===== config.mk =====
export PLATFORM = sky130hd
export DESIGN_NAME = alu_arbiter
export DESIGN_NICKNAME = d
export VERILOG_FILES = /design/src/rtl/alu_arbiter.sv
export SDC_FILE = /design/constraint.sdc
export NUM_CORES = 1
export LEC_CHECK = 0
export CORE_MARGIN = 4
export CORE_UTILIZATION = 44
export DETAILED_ROUTE_END_ITERATION = 8
export GPL_TIMING_DRIVEN = 1
export MAX_ROUTING_LAYER = met4
export PLACE_DENSITY = 0.82
export SLEW_MARGIN = 20
export SYNTH_ARGS = -nofsm -noshare
export SYNTH_HDL_FRONTEND = slang
export SYNTH_SLANG_ARGS = --single-unit

===== constraint.sdc =====
create_clock -name clk -period 4.3 [get_ports clk]
set_input_delay 1.075 -clock clk [delete_from_list [all_inputs] [get_ports clk]]
set_output_delay 1.075 -clock clk [all_outputs]
set_load 0.01 [all_outputs]

===== src/rtl/alu_arbiter.sv =====
// Round-robin arbiter sharing one external ALU between two requesters, one op in flight.
// Response valid WAIT_CYCLES+1 cycles after accept; a stalled response holds off both requesters.
module alu_arbiter #(
  parameter int DATA_W      = 8,
  parameter int OP_W        = 3,
  parameter int WAIT_CYCLES = 1
) (
  input  logic              clk,
  input  logic              rst_n,
  input  logic              req0_valid,
  output logic              req0_ready,
  input  logic [DATA_W-1:0] req0_a,
  input  logic [DATA_W-1:0] req0_b,
  input  logic [OP_W-1:0]   req0_op,
  output logic              rsp0_valid,
  input  logic              rsp0_ready,
  output logic [DATA_W:0]   rsp0_result,
  output logic [2:0]        rsp0_flags,
  input  logic              req1_valid,
  output logic              req1_ready,
  input  logic [DATA_W-1:0] req1_a,
  input  logic [DATA_W-1:0] req1_b,
  input  logic [OP_W-1:0]   req1_op,
  output logic              rsp1_valid,
  input  logic              rsp1_ready,
  output logic [DATA_W:0]   rsp1_result,
  output logic [2:0]        rsp1_flags,
  output logic [DATA_W-1:0] alu_a,
  output logic [DATA_W-1:0] alu_b,
  output logic [OP_W-1:0]   alu_op,
  input  logic [DATA_W:0]   alu_result,
  input  logic              alu_gt,
  input  logic              alu_lt,
  input  logic              alu_eq,
  output logic              busy,
  output logic              grant_id
);

  localparam int CNT_W = (WAIT_CYCLES > 1) ? $clog2(WAIT_CYCLES) : 1;
  localparam logic [CNT_W-1:0] CNT_LAST = CNT_W'(WAIT_CYCLES - 1);

  typedef enum logic [1:0] {IDLE = 2'd0, EXEC = 2'd1, RESP = 2'd2} state_e;

  typedef struct packed {
    logic [OP_W-1:0]   op;
    logic [DATA_W-1:0] a;
    logic [DATA_W-1:0] b;
  } op_t;

  typedef struct packed {
    logic [DATA_W:0] result;
    logic [2:0]      flags;
  } rsp_t;

  state_e           state_q, state_d;
  op_t              op_q, op_d;
  rsp_t             rsp0_q, rsp0_d, rsp1_q, rsp1_d;
  logic             rsp0_vld_q, rsp0_vld_d, rsp1_vld_q, rsp1_vld_d;
  logic             grant_q, grant_d, last_q, last_d;
  logic [CNT_W-1:0] cnt_q, cnt_d;
  logic             acc0, acc1, exec_done, rsp_hs;

  assign acc0      = req0_valid && req0_ready;
  assign acc1      = req1_valid && req1_ready;
  assign exec_done = (state_q == EXEC) && (cnt_q == CNT_LAST);
  assign rsp_hs    = (state_q == RESP) &&
                     (grant_q ? (rsp1_vld_q && rsp1_ready) : (rsp0_vld_q && rsp0_ready));

  always_ff @(posedge clk) begin
    if (!rst_n) state_q <= IDLE;
    else        state_q <= state_d;
  end

  always_comb begin
    state_d = state_q;
    case (state_q)
      IDLE:    if (acc0 || acc1) state_d = EXEC;
      EXEC:    if (exec_done)    state_d = RESP;
      RESP:    if (rsp_hs)       state_d = IDLE;
      default:                   state_d = IDLE;
    endcase
  end

  // A lone valid requester wins; on conflict the one not granted last time wins.
  always_comb begin
    req0_ready = 1'b0;
    req1_ready = 1'b0;
    if (state_q == IDLE) begin
      req0_ready = req0_valid && (!req1_valid || last_q);
      req1_ready = req1_valid && !req0_ready;
    end
    busy = (state_q != IDLE);
  end

  always_comb begin
    op_d       = op_q;
    grant_d    = grant_q;
    last_d     = last_q;
    cnt_d      = cnt_q;
    rsp0_d     = rsp0_q;
    rsp1_d     = rsp1_q;
    rsp0_vld_d = rsp0_vld_q;
    rsp1_vld_d = rsp1_vld_q;
    if (acc1) begin
      op_d.op = req1_op;
      op_d.a  = req1_a;
      op_d.b  = req1_b;
    end else if (acc0) begin
      op_d.op = req0_op;
      op_d.a  = req0_a;
      op_d.b  = req0_b;
    end
    if (acc0 || acc1) begin
      grant_d = acc1;
      last_d  = acc1;
      cnt_d   = '0;
    end
    if (state_q == EXEC) begin
      if (exec_done) begin
        if (grant_q) begin
          rsp1_d.result = alu_result;
          rsp1_d.flags  = {alu_gt, alu_lt, alu_eq};
          rsp1_vld_d    = 1'b1;
        end else begin
          rsp0_d.result = alu_result;
          rsp0_d.flags  = {alu_gt, alu_lt, alu_eq};
          rsp0_vld_d    = 1'b1;
        end
      end else begin
        cnt_d = cnt_q + CNT_W'(1);
      end
    end
    if (rsp_hs) begin
      rsp0_vld_d = 1'b0;
      rsp1_vld_d = 1'b0;
    end
  end

  // last_q resets to 1 so requester 0 wins the first conflict.
  always_ff @(posedge clk) begin
    if (!rst_n) begin
      op_q       <= '0;
      grant_q    <= 1'b0;
      last_q     <= 1'b1;
      cnt_q      <= '0;
      rsp0_q     <= '0;
      rsp1_q     <= '0;
      rsp0_vld_q <= 1'b0;
      rsp1_vld_q <= 1'b0;
    end else begin
      op_q       <= op_d;
      grant_q    <= grant_d;
      last_q     <= last_d;
      cnt_q      <= cnt_d;
      rsp0_q     <= rsp0_d;
      rsp1_q     <= rsp1_d;
      rsp0_vld_q <= rsp0_vld_d;
      rsp1_vld_q <= rsp1_vld_d;
    end
  end

  assign alu_a       = op_q.a;
  assign alu_b       = op_q.b;
  assign alu_op      = op_q.op;
  assign grant_id    = grant_q;
  assign rsp0_valid  = rsp0_vld_q;
  assign rsp0_result = rsp0_q.result;
  assign rsp0_flags  = rsp0_q.flags;
  assign rsp1_valid  = rsp1_vld_q;
  assign rsp1_result = rsp1_q.result;
  assign rsp1_flags  = rsp1_q.flags;

endmodule


==> results.tsv, run 1 <==
stage	metric	value	unit
sta	minimum clock period	3.786	ns
drt	Vias	2186	
yosys	mapped cell area	2287	um^2
drt	first-pass iteration count of the detailed router	4	
sta	Final setup viols	0	
worst_setup_path	crit end category	output port	
cts	CTS Buffer Depth	2	
hold_path	hold path start	rsp1_flags[2]$_SDFFE_PN0P_	
worst_setup_path	worst reg-to-reg setup slack	2.51	ns
power_and_ir_drop	Leak	0.001360	uW
cts	# Post-CTS Setup Buffers	0	
global_route	grt total ovfl	0	
yosys	largest cells by area after synthesis	dfxtp_1 (44%), a21boi_0 (13%), nand2_1 (8.5%)	
sta	final hold vios	0	
cts	CTS tree	built	
cts	Num CTS Buffers	5	
sta	fmax	264.1	MHz
worst_setup_path	Worst EP required	3.22	ns
placed_design	gpl congestion	0.7391	
hold_path	Hold Crit Class	reg -> reg	
global_route	gr usage total	20.03	%
sta	setup TNS	0	ns
final_layout	area delta synth->final	51.70	%
worst_setup_path	Arrival @ worst endpoint	2.71	ns
sta	Final Worst Setup Slack	0.5140	ns
power_and_ir_drop	Sw Ratio	26.45	%
floorplan	Die H	80.10	um
sta	count of final max-slew check failures	0	
worst_setup_path	maximum fanout along the worst path	3	
cts	clk root buf	clkbuf_8	
worst_setup_path	reg2reg path depth	4	
yosys	Gate Count Post-Synth	251	
placed_design	pre-CTS setup slack	0.5215	ns
global_route	initial antenna violation count	0	
yosys	syn_nets	307	
cts	# clock sinks	50	
worst_setup_path	RR Endpoint	alu_op[1]$_SDFFE_PN0P_	
drt	drt via density	5.293	
power_and_ir_drop	Max VDD drop	201.5	uV
sta	Tcrit/Tclk final	88.05	%
power_and_ir_drop	Seq pwr share	45.3	%
sta	Worst Tran Pin Value	0.5415	ns
floorplan	die width	80.10	um
floorplan	die area	6416	um^2
yosys	Avg Cell Area, Syn	9.112	um^2
floorplan	Core Box Area	4880	um^2
power_and_ir_drop	Clk pwr share	27.1	%
final_layout	fin cells	413	
flow_run	max-cap viol count	0	
cts	Reg clk slew, reported paths	0.09	ns
hold_path	hold-critical path endpoint	rsp1_flags[2]$_SDFFE_PN0P_	
final_layout	most common cell after layout, fill and taps aside	clkdlybuf4s50_1	
drt	final wirelength	6.291	mm
yosys	Seq/Total Area, Yosys	43.76	%
final_layout	most frequent cells in the layout	clkdlybuf4s50_1 (104), nand2_1 (52), dfxtp_1 (50), a21boi_0 (39)	
final_layout	Ant. Diodes	0	
final_layout	layout cell share with drive strength beyond 1	6.069	%
yosys	warnings from Yosys	0	
power_and_ir_drop	Gate power share	27.6	%
final_layout	fillers	429	
sta	Fin Clk Skew	0.005827	ns
sta	Rel. slew slack	63.70	%
worst_setup_path	r2r startpoint	state_q[1]$_SDFFE_PN0P_	
final_layout	Nets	401	
cts	Clock Latency Late Sink	0.29	ns
global_route	largest net degree at the start of global routing	51	
sta	RSZ-0062 raised after global routing	no	
hold_path	Hold Path Stages	2	
worst_setup_path	kind of critical path	in -> out	
drt	DR DRC count	0	
worst_setup_path	CP Launch Type	input pin	
floorplan	I/O Pins	105	
floorplan	row cnt	25	
cts	Gates resized, CTS repair	0	
floorplan	Starting Density	46.87	%
drt	ANT nets after route	0	
drt	Avg WL per Cell	15.23	um
power_and_ir_drop	Pint	860.0	uW
placed_design	Final HPWL DP	4.474	mm
cts	hold buffer count at CTS	0	
global_route	vias in the first global route	2128	
drt	DRT iter0 DRCs	88	
global_route	first-pass GRT wire length	9.998	mm
power_and_ir_drop	Net Switching	309.2	uW
yosys	top cell type's share of synthesized area	43.76	%
cts	H-tree levels	2	
outcome	status	finished clean	
final_layout	final core occ	71.10	%
power_and_ir_drop	Power Dens Cells	337.0	nW/um^2
yosys	Yosys cell types	32	
placed_design	Port Buf Inserts	104	
power_and_ir_drop	total power	1169	uW
placed_design	dpl cells	405	
yosys	synthesized flop and latch total	50	
yosys	Synth area leader	dfxtp_1	
state kept, by name, indices dropped and copies added, names as in the netlist:
register     flops
alu_a            8
alu_b            8
alu_op           3
cnt_q            1
grant_id         1
last_q           1
rsp0_flags       3
rsp0_result      9
rsp0_valid       1
rsp1_flags       3
rsp1_result      9
rsp1_valid       1
state_q          2
routing by layer:
layer	track usage (%)	routed length, um	vias to the layer above
li1	-	-	1093
met1	24.79	2850	1005
met2	33.11	2910	86
met3	5.942	507	2
met4	3.041	23	0
met5	-	0	-
through the flow:
stage | instance area [um^2] | hold WS [ns]
2_1_floorplan | 2287 | 0.4595
3_3_place_gp | 3361 | 0.4420
3_5_place_dp | 3361 | 0.4520
4_1_cts | 3470 | 0.4652
5_1_grt | 3470 | 0.4880
6_report | 3470 | 0.4635
cell type report:
| cell class | instances | area (um^2) | share of cell area [%] |
|---|---|---|---|
| clock buffer | 5 | 68.82 | 1.983 |
| clock inverter | 3 | 40.04 | 1.154 |
| inverter | 1 | 3.754 | 0.1082 |
| multi-input combinational | 177 | 1186 | 34.19 |
| sequential | 50 | 1001 | 28.85 |
| tap | 67 | 83.83 | 2.416 |
| timing repair buffer | 110 | 1086 | 31.30 |
cell families (layout without fill, tap and decap cells):
family	Yosys count	in the layout	share of synthesized area (%)
buffers and inverters	24	119	4.649
AOI/OAI and AO/OA	90	90	31.84
DFF	50	50	43.76
and+or+nand+nor	87	87	19.75
worst max-delay path, stage by stage:
cell	delay, ns
clkdlybuf4s50_1	0.50
or3b_2	0.46
a21oi_1	0.13
clkdlybuf4s50_1	0.55
worst max-delay path by stage:
stage	startpoint	end	cells after the start
final	req0_valid	req0_ready	4
after global routing	req0_valid	req0_ready	4
after CTS	req0_valid	req0_ready	4
after detailed placement	req0_valid	req0_ready	4
after global placement	req0_valid	req0_ready	4
after floorplan	req0_valid	req1_ready	4
cells in the mapped netlist:
cell       count
a311oi_1       1
a21oi_1        1
a31oi_1        1
nand2b_1       1
nand4bb_1      1
nor3b_2        1
a21boi_1       5
or2_4          1
buf_1          1
and2_1         1
buf_6          2
o21a_1         3
o221a_2        2
and3b_1        1
and4b_1        1
nor2_1         1
o21bai_1      19
dfxtp_1       50
a21boi_0      39
buf_2          1
nor2b_1        2
nand2_1       52
and3_1        19
nor4b_2        1
or2_1          1
or3b_2         1
o311a_1       19
clkbuf_1      19
inv_1          1
nand3_1        1
or4b_1         1
and4bb_2       1
power by group through the flow:
stage	Combinational, uW	Clock [uW]	Sequential [uW]
6_report	323	316	530
5_1_grt	350	348	536
4_1_cts	326	327	530
3_5_place_dp	324	0	540
3_3_place_gp	320	0	538
2_1_floorplan	146	0	553
Power figures use the tool's default switching activity.
==> run 2, diff against run 1 <==
--- a/config.mk
+++ b/config.mk
@@ -5,10 +5,10 @@
 export SDC_FILE = /design/constraint.sdc
 export NUM_CORES = 1
 export LEC_CHECK = 0
-export CORE_MARGIN = 4
+export CORE_MARGIN = 2
 export CORE_UTILIZATION = 44
 export DETAILED_ROUTE_END_ITERATION = 8
-export GPL_TIMING_DRIVEN = 1
+export GPL_TIMING_DRIVEN = 0
 export MAX_ROUTING_LAYER = met4
 export PLACE_DENSITY = 0.82
 export SLEW_MARGIN = 20
==> run 2 against run 1 <==
Sequential power about the same. Non-clock buffer count up 16. Clock power is 5% higher. Die area decreased by 9.7%.
==> results.tsv, run 2 (same netlist as run 1, synthesis figures left out) <==
stage	metric	value	unit	change
drt	Vias	2285		+4.5%
worst_setup_path	crit end category	output port		
sta	Tcrit/Tclk final	95.62	%	+7.6 points
sta	fmax	243.2	MHz	-7.9%
power_and_ir_drop	Pint	866.2	uW	+0.72%
cts	# clock sinks	50		unchanged
final_layout	Nets	417		+4.0%
power_and_ir_drop	Power Dens Cells	338.3	nW/um^2	+0.38%
final_layout	Seq. cell area	1001	um^2	unchanged
power_and_ir_drop	Clk pwr share	27.8	%	+0.7 points
drt	first-pass iteration count of the detailed router	4		unchanged
floorplan	Starting Density	45.07	%	-1.8 points
floorplan	Die H	76.10	um	-5.0%
cts	Clock Latency Late Sink	0.30	ns	about the same
worst_setup_path	Arrival @ worst endpoint	3.04	ns	+0.33 ns
power_and_ir_drop	Net Switching	323.5	uW	+4.6%
power_and_ir_drop	Gate power share	27.7	%	about the same
worst_setup_path	reg2reg path depth	4		unchanged
final_layout	most frequent cells in the layout	clkdlybuf4s50_1 (103), nand2_1 (52), dfxtp_1 (50), a21boi_0 (39)		
final_layout	Ant. Diodes	0		unchanged
final_layout	layout cell share with drive strength beyond 1	4.972	%	-1.1 points
floorplan	Core Box Area	5075	um^2	+4.0%
sta	RSZ-0062 raised after global routing	no		
sta	Final setup viols	0		unchanged
floorplan	die area	5791	um^2	-9.7%
cts	Reg clk slew, reported paths	0.09	ns	about the same
worst_setup_path	kind of critical path	in -> out		
final_layout	Multi-input gate area	1180	um^2	-0.53%
floorplan	I/O Pins	105		unchanged
worst_setup_path	Worst EP required	3.22	ns	about the same
drt	ANT nets after route	0		unchanged
hold_path	Hold Crit Class	reg -> reg		
final_layout	area delta synth->final	53.77	%	
outcome	status	finished clean		
floorplan	die width	76.10	um	-5.0%
global_route	gr usage total	22.09	%	+2.1 points
cts	CTS Buffer Depth	2		unchanged
sta	Rel. slew slack	67.43	%	+3.7 points
drt	final wirelength	6.264	mm	-0.43%
placed_design	Cell Area, Placed	3406	um^2	+1.3%
global_route	first-pass GRT wire length	10.33	mm	+3.3%
placed_design	gpl congestion	0.7953		+7.6%
worst_setup_path	CP Launch Type	input pin		
sta	Fin Clk Skew	0.005519	ns	-0.0003075 ns
drt	DRT iter0 DRCs	85		-3.4%
global_route	vias in the first global route	2215		+4.1%
power_and_ir_drop	total power	1190	uW	+1.8%
sta	minimum clock period	4.112	ns	+0.3257 ns
cts	Num CTS Buffers	5		unchanged
cts	H-tree levels	2		unchanged
global_route	grt total ovfl	0		unchanged
sta	count of final max-slew check failures	0		unchanged
cts	CTS tree	built		
hold_path	Hold Path Stages	2		unchanged
power_and_ir_drop	Leak	0.001363	uW	+0.17%
drt	drt via density	5.289		about the same
sta	final hold vios	0		unchanged
sta	Worst Tran Pin Value	0.4886	ns	-0.05285 ns
global_route	initial antenna violation count	0		unchanged
floorplan	row cnt	26		+4.0%
power_and_ir_drop	Seq pwr share	44.5	%	-0.8 points
final_layout	finished layout cell area	3517	um^2	+1.4%
cts	clk root buf	clkbuf_8		
power_and_ir_drop	Sw Ratio	27.19	%	+0.75 points
drt	DR DRC count	0		unchanged
worst_setup_path	maximum fanout along the worst path	10		+7
drt	Avg WL per Cell	14.50	um	-4.8%
power_and_ir_drop	Max VDD drop	190.1	uV	-5.6%
cts	# Post-CTS Setup Buffers	0		unchanged
sta	setup TNS	0	ns	unchanged
global_route	largest net degree at the start of global routing	16		-69%
final_layout	most common cell after layout, fill and taps aside	clkdlybuf4s50_1		
placed_design	Final HPWL DP	4.604	mm	+2.9%
final_layout	fillers	422		-1.6%
sta	worst hold slack	0.4622	ns	-0.001346 ns
placed_design	Port Buf Inserts	103		-0.96%
flow_run	max-cap viol count	0		unchanged
[run 2: final timing paths]
check | start | end | slack (ns)
worst min register to register | rsp1_result[7]$_SDFFE_PN0P_ | rsp1_result[7]$_SDFFE_PN0P_ | 0.46
worst min-delay path | rsp1_result[7]$_SDFFE_PN0P_ | rsp1_result[7]$_SDFFE_PN0P_ | 0.46
worst max register to register | state_q[1]$_SDFFE_PN0P_ | alu_a[7]$_SDFFE_PN0P_ | 2.56
worst max-delay path | req0_valid | req1_ready | 0.19
[run 2: final cells by class]
type | count | share of cell area (%)
multi-input combinational | 177 | 33.55
tap | 70 | 2.490
inverter | 1 | 0.1067
timing repair buffer | 103 | 29.31
sequential | 50 | 28.46
buffer | 23 | 2.953
clock inverter | 2 | 1.067
clock buffer | 6 | 2.063
[run 2: worst max-delay path, cell delays in order]
cell and delay, ns:
clkdlybuf4s50_1 0.45, nand2_1 0.12, clkbuf_1 0.35, clkbuf_2 0.29
and2_1 0.18, clkdlybuf4s50_1 0.56
[run 2: routing by layer]
layer / track usage (%) / routed length, um / vias up
li1: - / - / 1132
met1: 27.24 / 2775 / 1044
met2: 35.63 / 2902 / 102
met3: 6.398 / 519 / 7
met4: 6.182 / 68 / 0
met5: - / 0 / -
[run 2: what timing repair did]
action / 4_1_cts / 5_1_grt
setup endpoints to repair: 0 / 1
gates resized for setup: 0 / 2
hold buffers: 0 / 0
[run 2: per-stage QoR]
stage	setup WS, ns	cells	util, %
floorplan	1.429	251	-
global placement	0.1369	424	67.11
detailed placement	0.1247	424	67.11
CTS	0.1081	432	69.28
global route	0.03983	432	69.30
finish	0.1883	432	69.30
[run 2: power groups by stage]
stage	registers, uW	clock network (uW)	logic [uW]
4_1_cts	529	336	331
2_1_floorplan	553	0	146
5_1_grt	534	352	358
3_3_place_gp	539	0	326
3_5_place_dp	539	0	330
6_report	529	331	330
